### src/rtl/cacheline_adaptor_pkg.sv
// Shared types and constants for the cacheline-to-burst adaptor.
// The optional CACHELINE_ADAPTOR_PERF_EN build adds performance counters to the top.
package cacheline_adaptor_pkg;

  localparam int LINE_W     = 256;
  localparam int BURST_W    = 64;
  localparam int ADDR_W     = 32;
  localparam int CL_BEATS   = LINE_W / BURST_W;
  localparam int CL_BURST_W = BURST_W;

  // A cacheline is 32 bytes, so the low five address bits are cleared for the burst.
  localparam logic [ADDR_W-1:0] CL_LINE_MASK = 32'hFFFF_FFE0;

  typedef enum logic [1:0] {
    IDLE = 2'd0,
    RD   = 2'd1,
    WR   = 2'd2,
    DONE = 2'd3
  } cl_adapt_state_t;

  function automatic logic [ADDR_W-1:0] align_line(input logic [ADDR_W-1:0] a);
    return a & CL_LINE_MASK;
  endfunction

  function automatic logic [7:0] beat_lo(input logic [1:0] c);
    return {c, 6'd0};
  endfunction

endpackage

### src/rtl/cacheline_adaptor_if.sv
// Arbiter-side cacheline port and memory-side burst port of the adaptor.
// Upstream: read_i/write_i are held until the one-cycle resp_o pulse; memory: each cycle
// with read_o/write_o high and resp_i high transfers exactly one 64-bit beat.
interface cacheline_adaptor_if;
  import cacheline_adaptor_pkg::*;

  logic [LINE_W-1:0]  line_i;
  logic [LINE_W-1:0]  line_o;
  logic [ADDR_W-1:0]  address_i;
  logic               read_i;
  logic               write_i;
  logic               resp_o;
  logic [BURST_W-1:0] burst_i;
  logic [BURST_W-1:0] burst_o;
  logic [ADDR_W-1:0]  address_o;
  logic               read_o;
  logic               write_o;
  logic               resp_i;

  modport slave (
    input  line_i, address_i, read_i, write_i, burst_i, resp_i,
    output line_o, resp_o, burst_o, address_o, read_o, write_o
  );

  modport master (
    output line_i, address_i, read_i, write_i, burst_i, resp_i,
    input  line_o, resp_o, burst_o, address_o, read_o, write_o
  );
endinterface

### src/rtl/cacheline_adaptor.sv
// Converts one 256-bit cacheline read/write into a 4-beat 64-bit memory burst.
// Defining CACHELINE_ADAPTOR_PERF_EN adds read/write/stall performance counters.
module cacheline_adaptor
  import cacheline_adaptor_pkg::*;
(
  input  logic                 clk,
  input  logic                 rst,
  cacheline_adaptor_if.slave   bus,
  output cl_adapt_state_t      dbg_state
`ifdef CACHELINE_ADAPTOR_PERF_EN
  ,
  output logic [31:0]          perf_rd_cnt,
  output logic [31:0]          perf_wr_cnt,
  output logic [31:0]          perf_stall_cnt
`endif
);

  cl_adapt_state_t   state_q;
  cl_adapt_state_t   state_d;
  logic [1:0]        cnt;
  logic [LINE_W-1:0] line_buf;
  logic [ADDR_W-1:0] addr_q;
  logic              last_beat;

  assign last_beat = bus.resp_i && (cnt == 2'(CL_BEATS - 1));
  assign dbg_state = state_q;

  always_comb begin
    state_d = state_q;
    case (state_q)
      IDLE: begin
        if (bus.read_i)       state_d = RD;
        else if (bus.write_i) state_d = WR;
      end
      RD, WR:  if (last_beat) state_d = DONE;
      DONE:    state_d = IDLE;
      default: state_d = IDLE;
    endcase
  end

  always_ff @(posedge clk) begin
    if (rst) begin
      state_q  <= IDLE;
      cnt      <= 2'd0;
      line_buf <= '0;
      addr_q   <= '0;
    end else begin
      state_q <= state_d;
      case (state_q)
        IDLE: begin
          if (bus.read_i) begin
            addr_q <= align_line(bus.address_i);
          end else if (bus.write_i) begin
            addr_q   <= align_line(bus.address_i);
            line_buf <= bus.line_i;
          end
        end
        RD: begin
          if (bus.resp_i) begin
            line_buf[beat_lo(cnt) +: CL_BURST_W] <= bus.burst_i;
            cnt <= cnt + 2'd1;
          end
        end
        WR: begin
          if (bus.resp_i) cnt <= cnt + 2'd1;
        end
        default: ;
      endcase
    end
  end

  // Memory-side outputs come from registered state only, never from the request inputs.
  always_comb begin
    bus.read_o    = (state_q == RD);
    bus.write_o   = (state_q == WR);
    bus.resp_o    = (state_q == DONE);
    bus.address_o = (state_q == RD || state_q == WR) ? addr_q : '0;
    bus.burst_o   = (state_q == WR) ? line_buf[beat_lo(cnt) +: CL_BURST_W] : '0;
    bus.line_o    = line_buf;
  end

`ifdef CACHELINE_ADAPTOR_PERF_EN
  always_ff @(posedge clk) begin
    if (rst) begin
      perf_rd_cnt    <= 32'd0;
      perf_wr_cnt    <= 32'd0;
      perf_stall_cnt <= 32'd0;
    end else begin
      if (state_q == RD && last_beat) perf_rd_cnt <= perf_rd_cnt + 32'd1;
      if (state_q == WR && last_beat) perf_wr_cnt <= perf_wr_cnt + 32'd1;
      if ((state_q == RD || state_q == WR) && !bus.resp_i)
        perf_stall_cnt <= perf_stall_cnt + 32'd1;
    end
  end
`endif

endmodule

### src/flat_wrapper.sv
// flat-port wrapper written by rule: the top's interface ports become plain ports
module cacheline_adaptor_flat import cacheline_adaptor_pkg::*;
  (clk, rst, dbg_state, bus_line_i, bus_address_i, bus_read_i, bus_write_i, bus_burst_i, bus_resp_i, bus_line_o, bus_resp_o, bus_burst_o, bus_address_o, bus_read_o, bus_write_o);
  cacheline_adaptor_if bus_i ();
  input  logic clk;
  input  logic rst;
  output cl_adapt_state_t dbg_state;
  input wire logic [$bits(bus_i.line_i)-1:0] bus_line_i;
  input wire logic [$bits(bus_i.address_i)-1:0] bus_address_i;
  input wire logic [$bits(bus_i.read_i)-1:0] bus_read_i;
  input wire logic [$bits(bus_i.write_i)-1:0] bus_write_i;
  input wire logic [$bits(bus_i.burst_i)-1:0] bus_burst_i;
  input wire logic [$bits(bus_i.resp_i)-1:0] bus_resp_i;
  output wire logic [$bits(bus_i.line_o)-1:0] bus_line_o;
  output wire logic [$bits(bus_i.resp_o)-1:0] bus_resp_o;
  output wire logic [$bits(bus_i.burst_o)-1:0] bus_burst_o;
  output wire logic [$bits(bus_i.address_o)-1:0] bus_address_o;
  output wire logic [$bits(bus_i.read_o)-1:0] bus_read_o;
  output wire logic [$bits(bus_i.write_o)-1:0] bus_write_o;
  assign bus_i.line_i = bus_line_i;
  assign bus_i.address_i = bus_address_i;
  assign bus_i.read_i = bus_read_i;
  assign bus_i.write_i = bus_write_i;
  assign bus_i.burst_i = bus_burst_i;
  assign bus_i.resp_i = bus_resp_i;
  assign bus_line_o = bus_i.line_o;
  assign bus_resp_o = bus_i.resp_o;
  assign bus_burst_o = bus_i.burst_o;
  assign bus_address_o = bus_i.address_o;
  assign bus_read_o = bus_i.read_o;
  assign bus_write_o = bus_i.write_o;
  cacheline_adaptor u_core (.clk(clk), .rst(rst), .bus(bus_i), .dbg_state(dbg_state));
endmodule
### config.mk
export PLATFORM = sky130hd
export DESIGN_NAME = cacheline_adaptor_flat
export DESIGN_NICKNAME = d
export VERILOG_FILES = /design/src/rtl/cacheline_adaptor_pkg.sv /design/src/rtl/cacheline_adaptor_if.sv /design/src/rtl/cacheline_adaptor.sv /design/src/flat_wrapper.sv
export SDC_FILE = /design/constraint.sdc
export NUM_CORES = 1
export LEC_CHECK = 0
export CAP_MARGIN = 20
export CORE_AREA = 10 10 266 268
export DETAILED_ROUTE_END_ITERATION = 8
export DIE_AREA = 0 0 276 278
export GPL_TIMING_DRIVEN = 0
export PLACE_DENSITY = 0.6
export SLEW_MARGIN = 15
export SYNTH_ARGS = -nofsm -noshare
export SYNTH_HDL_FRONTEND = slang
export SYNTH_SLANG_ARGS = --single-unit
### constraint.sdc
create_clock -name clk -period 2.9 [get_ports clk]
set_input_delay 0.435 -clock clk [delete_from_list [all_inputs] [get_ports clk]]
set_output_delay 0.435 -clock clk [all_outputs]
set_load 0.01 [all_outputs]
==> run metrics, run 1 <==
post-synthesis cell count=1714; Seq pwr share=27.8%; first-pass GRT wire length=137000 um; Power per Cell Area=1020 nW/um2; Crit Path Max Fanout=9; min-delay src=bus_address_i[28]; Yosys reg bits=287; WHS=441 ps; switching power=10.4 mW; initial core utilization=22.5%; Clock Latency Late Sink=560 ps; largest net degree at the start of global routing=13; worst hold path type=in2reg; Reg-to-Reg End=u_core.bus.line_o[171]; Switching Share=41.3%; combinational share of power=52.9%; CTS tree=yes; clock sink count=287; critical path type=reg2out; final WL=97700 um; post-layout util=37.9%; Bufs on Longest Clock Path=3; CP Launch Type=register; P_leak=9.13 nW; relative slew slack=29.5%; async set-or-reset flop fraction in the synthesized netlist=0%; worst vdd ir=0.447 mV; Crit. End Element=primary output; Power Internal=14.8 mW; final slew viol count=0; Mapped Area=14700 um2; clock share of power=19.4%; H-tree depth=2; 1st-pass router iterations=5; Syn Area/Cell=8.58 um2; hold path cells=3; required time of the worst setup path=2470 ps; Final min period=2810 ps; vias in the first global route=17.8k; share of post-route cells with drive strength above 1=14.1%; CTS clk-pin slew, worst paths=60 ps; drt wl/cell=28.8 um; worst reg2reg startpoint=u_core.cnt[0]; sequential share of the synthesized area=39.1%; fin nets=2855; CTS Root Cell=clkbuf_16; Antenna Nets Post-Route=0; row cnt=94; Core Box Area=65400 um2; Hold EP=u_core.addr_q[28]; DP HPWL=75600 um; Placer Congestion=0.909; Vias=17.4k; final setup fails=0; flop2flop setup slack=100 ps; Hold Vio Cnt, Final=0; Post-synth top cells=445 x nand2_1, 287 x dfxtp_1, 261 x nor2_1, 133 x a311oi_1, 91 x and2_1; hold_buf cts=0; number of flops mapped to enable cells by yosys=0; largest area contributor in the netlist=dfxtp_1; Chip Height=278 um; unrepaired setup endpoints after global routing=no; worst-case reg-to-reg path depth=12; top cell type's share of synthesized area=39.1%; Area Growth Syn to Fin=68.5%; crit path DAT=2380 ps; Achievable Freq=0.355 GHz; MaxCap Viol Count=0; outcome=finished, final reports clean; Num CTS Buffers=38; Die X=276 um; vias per cell=5.14; Most used DFF post-synth=dfxtp_1; DRC errors left=0; Warnings, synthesis=0; num ports=714; Synth area leaders=dfxtp_1 39%, nand2_1 11%, mux4_2 9.8%; grt ovf=0; count of different cell masters after synthesis=35; Worst Tran Pin Value=1060 ps; post-route setup TNS=0 ps; clock skew=17.3 ps; die area=76700 um2; 1st-iter DRT viols=1502; initial antenna violation count=19; I/O Buffers=702; count leader, synth=nand2_1; all-layer global routing usage=24.1%; period utilization=97.1%; Power, Total=25.3 mW
[cells in the final DEF, fill, tap and decap left out, drive strengths merged, types with 2 or more instances in the layout]
cell type,synthesis,routed
nor3,64,64
dlymetal6s2s,0,4
buf,94,122
mux2i,2,2
conb,1,5
clkdlybuf4s15,0,9
dfxtp,287,287
a22oi,4,4
a221oi,64,64
nor2b,2,2
a311oi,192,192
clkbuf,85,155
ha,10,10
clkinv,0,3
a21oi,29,29
clkdlybuf4s50,0,642
inv,5,6
nand2,445,445
nor2,262,262
and2,91,91
diode,0,13
a21bo,2,2
bufinv,0,2
mux4,64,64
dlygate4sd2,0,37
[worst max-delay path, stage by stage (launching register included)]
cell,delay [ps]
dfxtp_2,340
buf_6,140
buf_12,160
buf_12,110
buf_12,130
mux4_2,490
and2_1,170
dlygate4sd2_1,280
[area by class of cell]
type | instances | area [um2]
antenna | 13 | 32.5
buffer | 177 | 1200
clock buffer | 60 | 1180
clock inverter | 6 | 83.8
fill | 6634 | 40600
inverter | 5 | 18.8
multi-input combinational | 1247 | 8110
sequential | 287 | 5750
tap | 864 | 1080
timing repair buffer | 732 | 7330
[state kept, by name, summed over array words and instances, names as in the netlist]
signal / flops
u_core.dbg_state: 2
u_core.bus.line_o: 256
u_core.addr_q: 27
u_core.cnt: 2
[worst max path at each step]
stage	from	endpoint	slack [ps]
floorplan	u_core.cnt[0]	u_core.bus.line_o[20]	220
global placement	u_core.cnt[1]	u_core.bus.line_o[185]	-1590
detailed placement	u_core.cnt[1]	u_core.bus.line_o[186]	-1630
CTS	u_core.cnt[0]	bus_burst_o[54]	-50
global route	u_core.cnt[0]	bus_burst_o[43]	8
finish	u_core.cnt[0]	bus_burst_o[43]	90
[power groups by stage]
stage / clock, mW / combinational, mW / sequential (mW)
floorplan: 0 / 5.57 / 7.12
global placement: 0 / 12.5 / 6.96
detailed placement: 0 / 12.7 / 7.02
CTS: 4.96 / 13.4 / 6.96
global route: 5.12 / 14.2 / 7.17
finish: 4.89 / 13.4 / 7.01
[cells by family after synthesis]
| family | count (synthesis) | share of synthesized area, % |
|---|---|---|
| AO/OA/AOI/OAI | 294 | 19.2 |
| adder cells (fa/ha/maj) | 10 | 0.851 |
| other | 1 | 0.0255 |
| multiplexers | 66 | 9.94 |
| buffers and inverters | 184 | 6.20 |
| AND/OR/NAND/NOR | 871 | 24.7 |
| XOR/XNOR | 1 | 0.0596 |
| flip-flops | 287 | 39.1 |
[per-stage QoR]
step	area, um2	instances	setup WS (ps)
after floorplan	14700	1718	223
after global placement	22800	3284	-1590
after detailed placement	22900	3288	-1630
after CTS	24700	3377	-49.8
after global routing	24800	3387	8.18
final	24800	3391	85.3
[metal layers]
metal,track usage (%),wire length (um),vias to the layer above
met3,7.57,8820,168
met4,7.86,2850,16
li1,-,-,7680
met1,28.1,37900,8541
met2,41.6,48100,1014
met5,0,101,-
[what timing repair did]
action	CTS	global route
buffers inserted	22	3
gates resized for setup	193	52
setup endpoints to repair	347	289
pin swaps	2	6
cloned	2	0
No activity file was read; power rests on OpenSTA's default activity.
==> run 2: changes to the inputs <==
CORE_AREA = 10 10 273 275   (was 10 10 266 268)
DIE_AREA = 0 0 283 285   (was 0 0 276 278)
PLACE_DENSITY = 0.58   (was 0.6)
==> run 2 against run 1 <==
  * Routed wire length rose by 0.24%
  * Register-to-register slack improved by 30 ps
  * Die area rose by 5.1%
  * Total power rose by 0.56%
  * Setup slack got worse by 18 ps
  * Critical path type unchanged
  * Non-clock buffer count rose by 3
  * Largest power group unchanged
==> run metrics, run 2 (synthesized netlist as in run 1, its figures left out) <==
worst hold path type=in2reg (unchanged); CP max-delay cell=mux4_2 (unchanged); H-tree depth=2 (unchanged); Antenna Nets Post-Route=0 (unchanged); critical-path cell list=buf_6 > buf_16 > buf_12 > buf_12 > buf_4 > mux4_2 > and2_1 > buf_2 (was buf_6 > buf_12 > buf_12 > buf_12 > mux4_2 > and2_1 > dlygate4sd2_1); clock skew=22.7 ps (was 17.3 ps); fin nets=2858 (was 2855); outcome=finished, final reports clean (unchanged); Seq pwr share=27.5% (was 27.8%); grt ovf=0 (unchanged); final slew viol count=0 (unchanged); Placer Congestion=0.902 (was 0.909); combinational share of power=52.8% (was 52.9%); leading cell type in the layout, fill and taps excluded=clkdlybuf4s50_1 (unchanged); DP HPWL=75200 um (was 75600 um); clock sink count=287 (unchanged); all-layer global routing usage=23.1% (was 24.1%); drt wl/cell=28.3 um (was 28.8 um); final setup fails=0 (unchanged); switching power=10.5 mW (was 10.4 mW); Power Internal=14.9 mW (was 14.8 mW); sequential cell area=5750 um2 (about the same); P_leak=9.10 nW (was 9.13 nW); Chip Height=285 um (was 278 um); 1st-iter DRT viols=1256 (was 1502); Crit. End Element=primary output (unchanged); non-filler instance count after layout=3466 (was 3391); Worst Tran Pin Value=1140 ps (was 1060 ps); period utilization=97.7% (was 97.1%); clock share of power=19.7% (was 19.4%); num ports=714 (unchanged); Bufs on Longest Clock Path=3 (unchanged); MaxCap Viol Count=0 (unchanged); final WL=98000 um (was 97700 um); initial antenna violation count=20 (was 19); CP top delay family=buffers and inverters (unchanged); wl on met1=37500 um (was 37900 um); vias per cell=4.94 (was 5.14); Largest register FFs=256 (unchanged); Num CTS Buffers=38 (unchanged); Clock Latency Late Sink=570 ps (was 560 ps); Vias=17.1k (was 17.4k); DR WL met3=10200 um (was 8820 um); 1st-pass router iterations=5 (unchanged); largest net degree at the start of global routing=12 (was 13); CTS Root Cell=clkbuf_16 (unchanged); critical path type=reg2out (unchanged); Crit Path Max Fanout=8 (was 9); Layout fillers=7294 (was 6634); vias in the first global route=17.4k (was 17.8k); Achievable Freq=0.353 GHz (was 0.355 GHz); Final min period=2830 ps (was 2810 ps); CTS clk-pin slew, worst paths=60 ps (about the same); unrepaired setup endpoints after global routing=yes (was no); required time of the worst setup path=2470 ps (about the same); post-layout util=35.8% (was 37.9%); CTS tree=yes (unchanged); DRC errors left=0 (unchanged); hold_buf cts=0 (unchanged); final setup margin=67.3 ps (was 85.3 ps); Power per Cell Area=1020 nW/um2 (about the same); Hold Vio Cnt, Final=0 (unchanged); initial core utilization=21.2% (was 22.5%); Core Box Area=69300 um2 (was 65400 um2); row cnt=97 (was 94); Die X=283 um (was 276 um); relative slew slack=24.0% (was 29.5%); dpl ws=-1420 ps (was -1630 ps); commonest cells after routing, fill and taps aside=644 x clkdlybuf4s50_1, 445 x nand2_1, 283 x dfxtp_1 (was 642 x clkdlybuf4s50_1, 445 x nand2_1, 283 x dfxtp_1); die area=80700 um2 (was 76700 um2); multi-input logic area=8080 um2 (was 8110 um2); CP Launch Type=register (unchanged); I/O Buffers=702 (unchanged); crit path buf inv count=6 (was 5); metal2 WL=46900 um (was 48100 um); worst vdd ir=0.509 mV (was 0.447 mV); Area Growth Syn to Fin=68.9% (was 68.5%); share of post-route cells with drive strength above 1=14.5% (was 14.1%); first-pass GRT wire length=135000 um (was 137000 um); Switching Share=41.4% (was 41.3%); crit path DAT=2400 ps (was 2380 ps); Cells after DPL=3364 (was 3288); top routing layer in use=met5 (unchanged); most frequent CP cell=buf_12 (unchanged); CP peak stage delay=480 ps (was 490 ps)
[run 2: path summary, 6_finish.rpt]
kind / depth (start not counted) / slack (ps) / start / to
worst min register to register: 2 / 450 / u_core.addr_q[20] / u_core.addr_q[20]
worst min-delay path: 3 / 430 / bus_address_i[25] / u_core.addr_q[25]
worst max register to register: 12 / 130 / u_core.cnt[0] / u_core.bus.line_o[180]
worst max-delay path: 8 / 70 / u_core.cnt[0] / bus_burst_o[54]
[run 2: layout make-up]
| class | count | area share (%) |
|---|---|---|
| multi-input combinational | 1247 | 32.5 |
| timing repair buffer | 734 | 29.5 |
| sequential | 287 | 23.2 |
| buffer | 178 | 4.78 |
| tap | 940 | 4.73 |
| clock buffer | 57 | 4.65 |
| clock inverter | 10 | 0.519 |
| antenna | 8 | 0.0806 |
| inverter | 5 | 0.0756 |
[run 2: power groups by stage]
stage               Combinational (mW)  Clock [mW]  Sequential [mW]
floorplan                         5.57           0             7.12
finish                            13.4        5.00             6.98
CTS                               13.5        5.08             6.94
detailed placement                12.8           0             7.01
global route                      14.3        5.24             7.12
global placement                  12.6           0             6.97
[run 2: layer usage]
| metal | global-route usage, % | up-vias |
|---|---|---|
| li1 | - | 7695 |
| met1 | 26.5 | 8311 |
| met2 | 39.1 | 919 |
| met3 | 8.59 | 169 |
| met4 | 7.90 | 18 |
| met5 | 0 | - |
[run 2: timing repair]
item,CTS,global route
setup buffers,23,2
setup endpoints to repair,347,154
gates cloned,4,0
resized for setup,215,42
pin swaps,1,0
[run 2: stage by stage]
| stage | hold WS [ps] | area (um2) | TNS (ps) | power (mW) |
|---|---|---|---|---|
| floorplan | 432 | 14700 | 0 | 12.7 |
| global placement | 438 | 22900 | -366800 | 19.6 |
| detailed placement | 443 | 23000 | -282980 | 19.8 |
| CTS | 382 | 24800 | -18.3 | 25.5 |
| global route | 423 | 24800 | -104 | 26.7 |
| finish | 432 | 24800 | 0 | 25.4 |
[run 2: worst min-delay path, delay by kind of cell]
kind / cells / cell delay, ps
compound gates: 1 / 50
buf+inv: 1 / 390
simple gates: 1 / 60
==> run 3: changes to the inputs <==
CTS_BUF_LIST = sky130_fd_sc_hd__clkbuf_4   (was not set)
PLACE_DENSITY = not set   (was 0.58)
==> run 3 against run 2 <==
  * The flow now finishes with violations (negative setup slack)
  * Routed wire length increased by 0.88%
  * Total power shrank 1.4%
  * Design area rose by 1.1%
  * Sequential cell count stayed put
  * Cell count increased by 3.0%
  * Setup slack lost 200 ps
  * Sequential power barely moved
  * Sequential share of layout area is 0.25 points lower
  * Fmax is 6.5% lower
  * Die area did not move
==> run metrics, run 3 (synthesized netlist as in run 1, its figures left out) <==
initial core utilization=21.2% (unchanged); CTS Root Cell=clkbuf_4 (was clkbuf_16); failing checks=negative setup slack; Crit Path Max Fanout=5 (was 8); clock sink count=287 (unchanged); clock skew=51.0 ps (was 22.7 ps); Achievable Freq=0.330 GHz (was 0.353 GHz); flop2flop setup slack=90 ps (was 130 ps); Worst Tran Pin Value=935 ps (was 1140 ps); post-layout util=36.2% (was 35.8%); post-route cell area=25100 um2 (was 24800 um2); vias in the first global route=17.7k (was 17.4k); Largest register FFs=256 (unchanged); CP Launch Type=register (unchanged); CTS tree=yes (unchanged); Crit. End Element=primary output (unchanged); final slew viol count=0 (unchanged); initial antenna violation count=19 (was 20); WHS=167 ps (was 432 ps); Vias=17.6k (was 17.1k); DRC errors left=0 (unchanged); 1st-iter DRT viols=1227 (was 1256); Die X=283 um (unchanged); DP HPWL=75900 um (was 75200 um); unrepaired setup endpoints after global routing=yes (unchanged); final setup margin=-130 ps (was 67.3 ps); critical path type=reg2out (unchanged); commonest cells after routing, fill and taps aside=611 x clkdlybuf4s50_1, 445 x nand2_1, 283 x dfxtp_1 (was 644 x clkdlybuf4s50_1, 445 x nand2_1, 283 x dfxtp_1); Hold Vio Cnt, Final=0 (unchanged); row cnt=97 (unchanged); Core Box Area=69300 um2 (unchanged); Hold EP=u_core.addr_q[19] (was u_core.addr_q[25]); crit path DAT=2590 ps (was 2400 ps); num ports=714 (unchanged); H-tree depth=3 (was 2); worst hold path type=in2reg (unchanged); worst reg2reg startpoint=u_core.cnt[0] (unchanged); Antenna Nets Post-Route=0 (unchanged); worst-case reg-to-reg path depth=12 (unchanged); final WL=98800 um (was 98000 um); Chip Height=285 um (unchanged); Bufs on Longest Clock Path=3 (unchanged); Final min period=3030 ps (was 2830 ps); required time of the worst setup path=2470 ps (about the same); Worst Setup SP=u_core.cnt[0] (unchanged); period utilization=104% (was 97.7%); first-pass GRT wire length=136000 um (was 135000 um); 1st-pass router iterations=5 (unchanged); hold path cells=3 (unchanged); fin nets=2928 (was 2858); share of post-route cells with drive strength above 1=20.6% (was 14.5%); Power per Cell Area=997 nW/um2 (was 1020 nW/um2); MaxCap Viol Count=0 (unchanged); CTS clk-pin slew, worst paths=70 ps (was 60 ps); min-delay src=bus_address_i[19] (was bus_address_i[25]); leading cell type in the layout, fill and taps excluded=clkdlybuf4s50_1 (unchanged); Clock Latency Late Sink=820 ps (was 570 ps); final setup fails=42 (was 0); I/O Buffers=702 (unchanged); die area=80700 um2 (unchanged); all-layer global routing usage=23.2% (was 23.1%); relative slew slack=37.6% (was 24.0%); outcome=finished with violations (was finished, final reports clean); Area after DPL=23000 um2 (about the same); vias per cell=4.93 (was 4.94); grt ovf=0 (unchanged); drt wl/cell=27.7 um (was 28.3 um); Area Growth Syn to Fin=70.8% (was 68.9%); Reg-to-Reg End=u_core.bus.line_o[196] (was u_core.bus.line_o[180]); worst vdd ir=0.396 mV (was 0.509 mV); P_leak=9.45 nW (was 9.10 nW); largest net degree at the start of global routing=13 (was 12); Num CTS Buffers=87 (was 38); Placer Congestion=0.901 (was 0.902)
run 3: critical path: stages (launching register included):
cell     delay (ps)
dfxtp_2         350
buf_6           130
buf_12          130
buf_12          140
buf_12          130
buf_6           110
mux4_2          490
and2_4          180
buf_6           120
run 3: report_power, final:
group | internal [mW] | switching, mW | total, mW | leakage [nW]
logic | 6.78 | 7.17 | 14.0 | 6.47
clock network | 2.07 | 2.02 | 4.09 | 0.619
registers | 5.48 | 1.53 | 7.00 | 2.36
run 3: final cells by class:
type / instances / area (um2)
Antenna cell: 14 / 35.0
Buffer: 177 / 1210
Clock buffer: 120 / 901
Clock inverter: 23 / 154
Fill cell: 7278 / 44200
Inverter: 5 / 18.8
Multi-Input combinational cell: 1247 / 8200
Sequential cell: 287 / 5760
Tap cell: 940 / 1180
Timing Repair Buffer: 756 / 7670
run 3: how the worst max path moves through the flow:
stage                                  end  slack (ps)  depth (start not counted)
floorplan            u_core.bus.line_o[20]         220                          9
global placement    u_core.bus.line_o[153]       -1960                          9
detailed placement  u_core.bus.line_o[153]       -1640                         10
CTS                        bus_burst_o[10]        -240                          5
global route               bus_burst_o[42]        -280                          8
finish                     bus_burst_o[34]        -130                          8
run 3: metal layers:
layer / GRT usage (%) / vias to the layer above / wire length [um]
li1: - / 7887 / -
met1: 26.5 / 8562 / 38300
met2: 39.0 / 952 / 47100
met3: 8.37 / 195 / 9610
met4: 8.92 / 12 / 3800
met5: 0 / - / 69
run 3: timing repair:
item	4_1_cts	5_1_grt
setup buffers	27	18
pin swaps	11	22
endpoints found under the setup margin	347	259
gates resized for setup	401	131
cloned	4	1
hold buffers	0	0
run 3: per-stage QoR:
step / cells / total power, mW / setup TNS [ps] / worst slack, ps
2_1_floorplan: 1718 / 12.7 / 0 / 223
3_3_place_gp: 3360 / 19.7 / -411280 / -1960
3_5_place_dp: 3366 / 19.8 / -303910 / -1640
4_1_cts: 3539 / 24.8 / -8680 / -241
5_1_grt: 3566 / 26.4 / -10250 / -278
6_report: 3569 / 25.1 / -2280 / -130
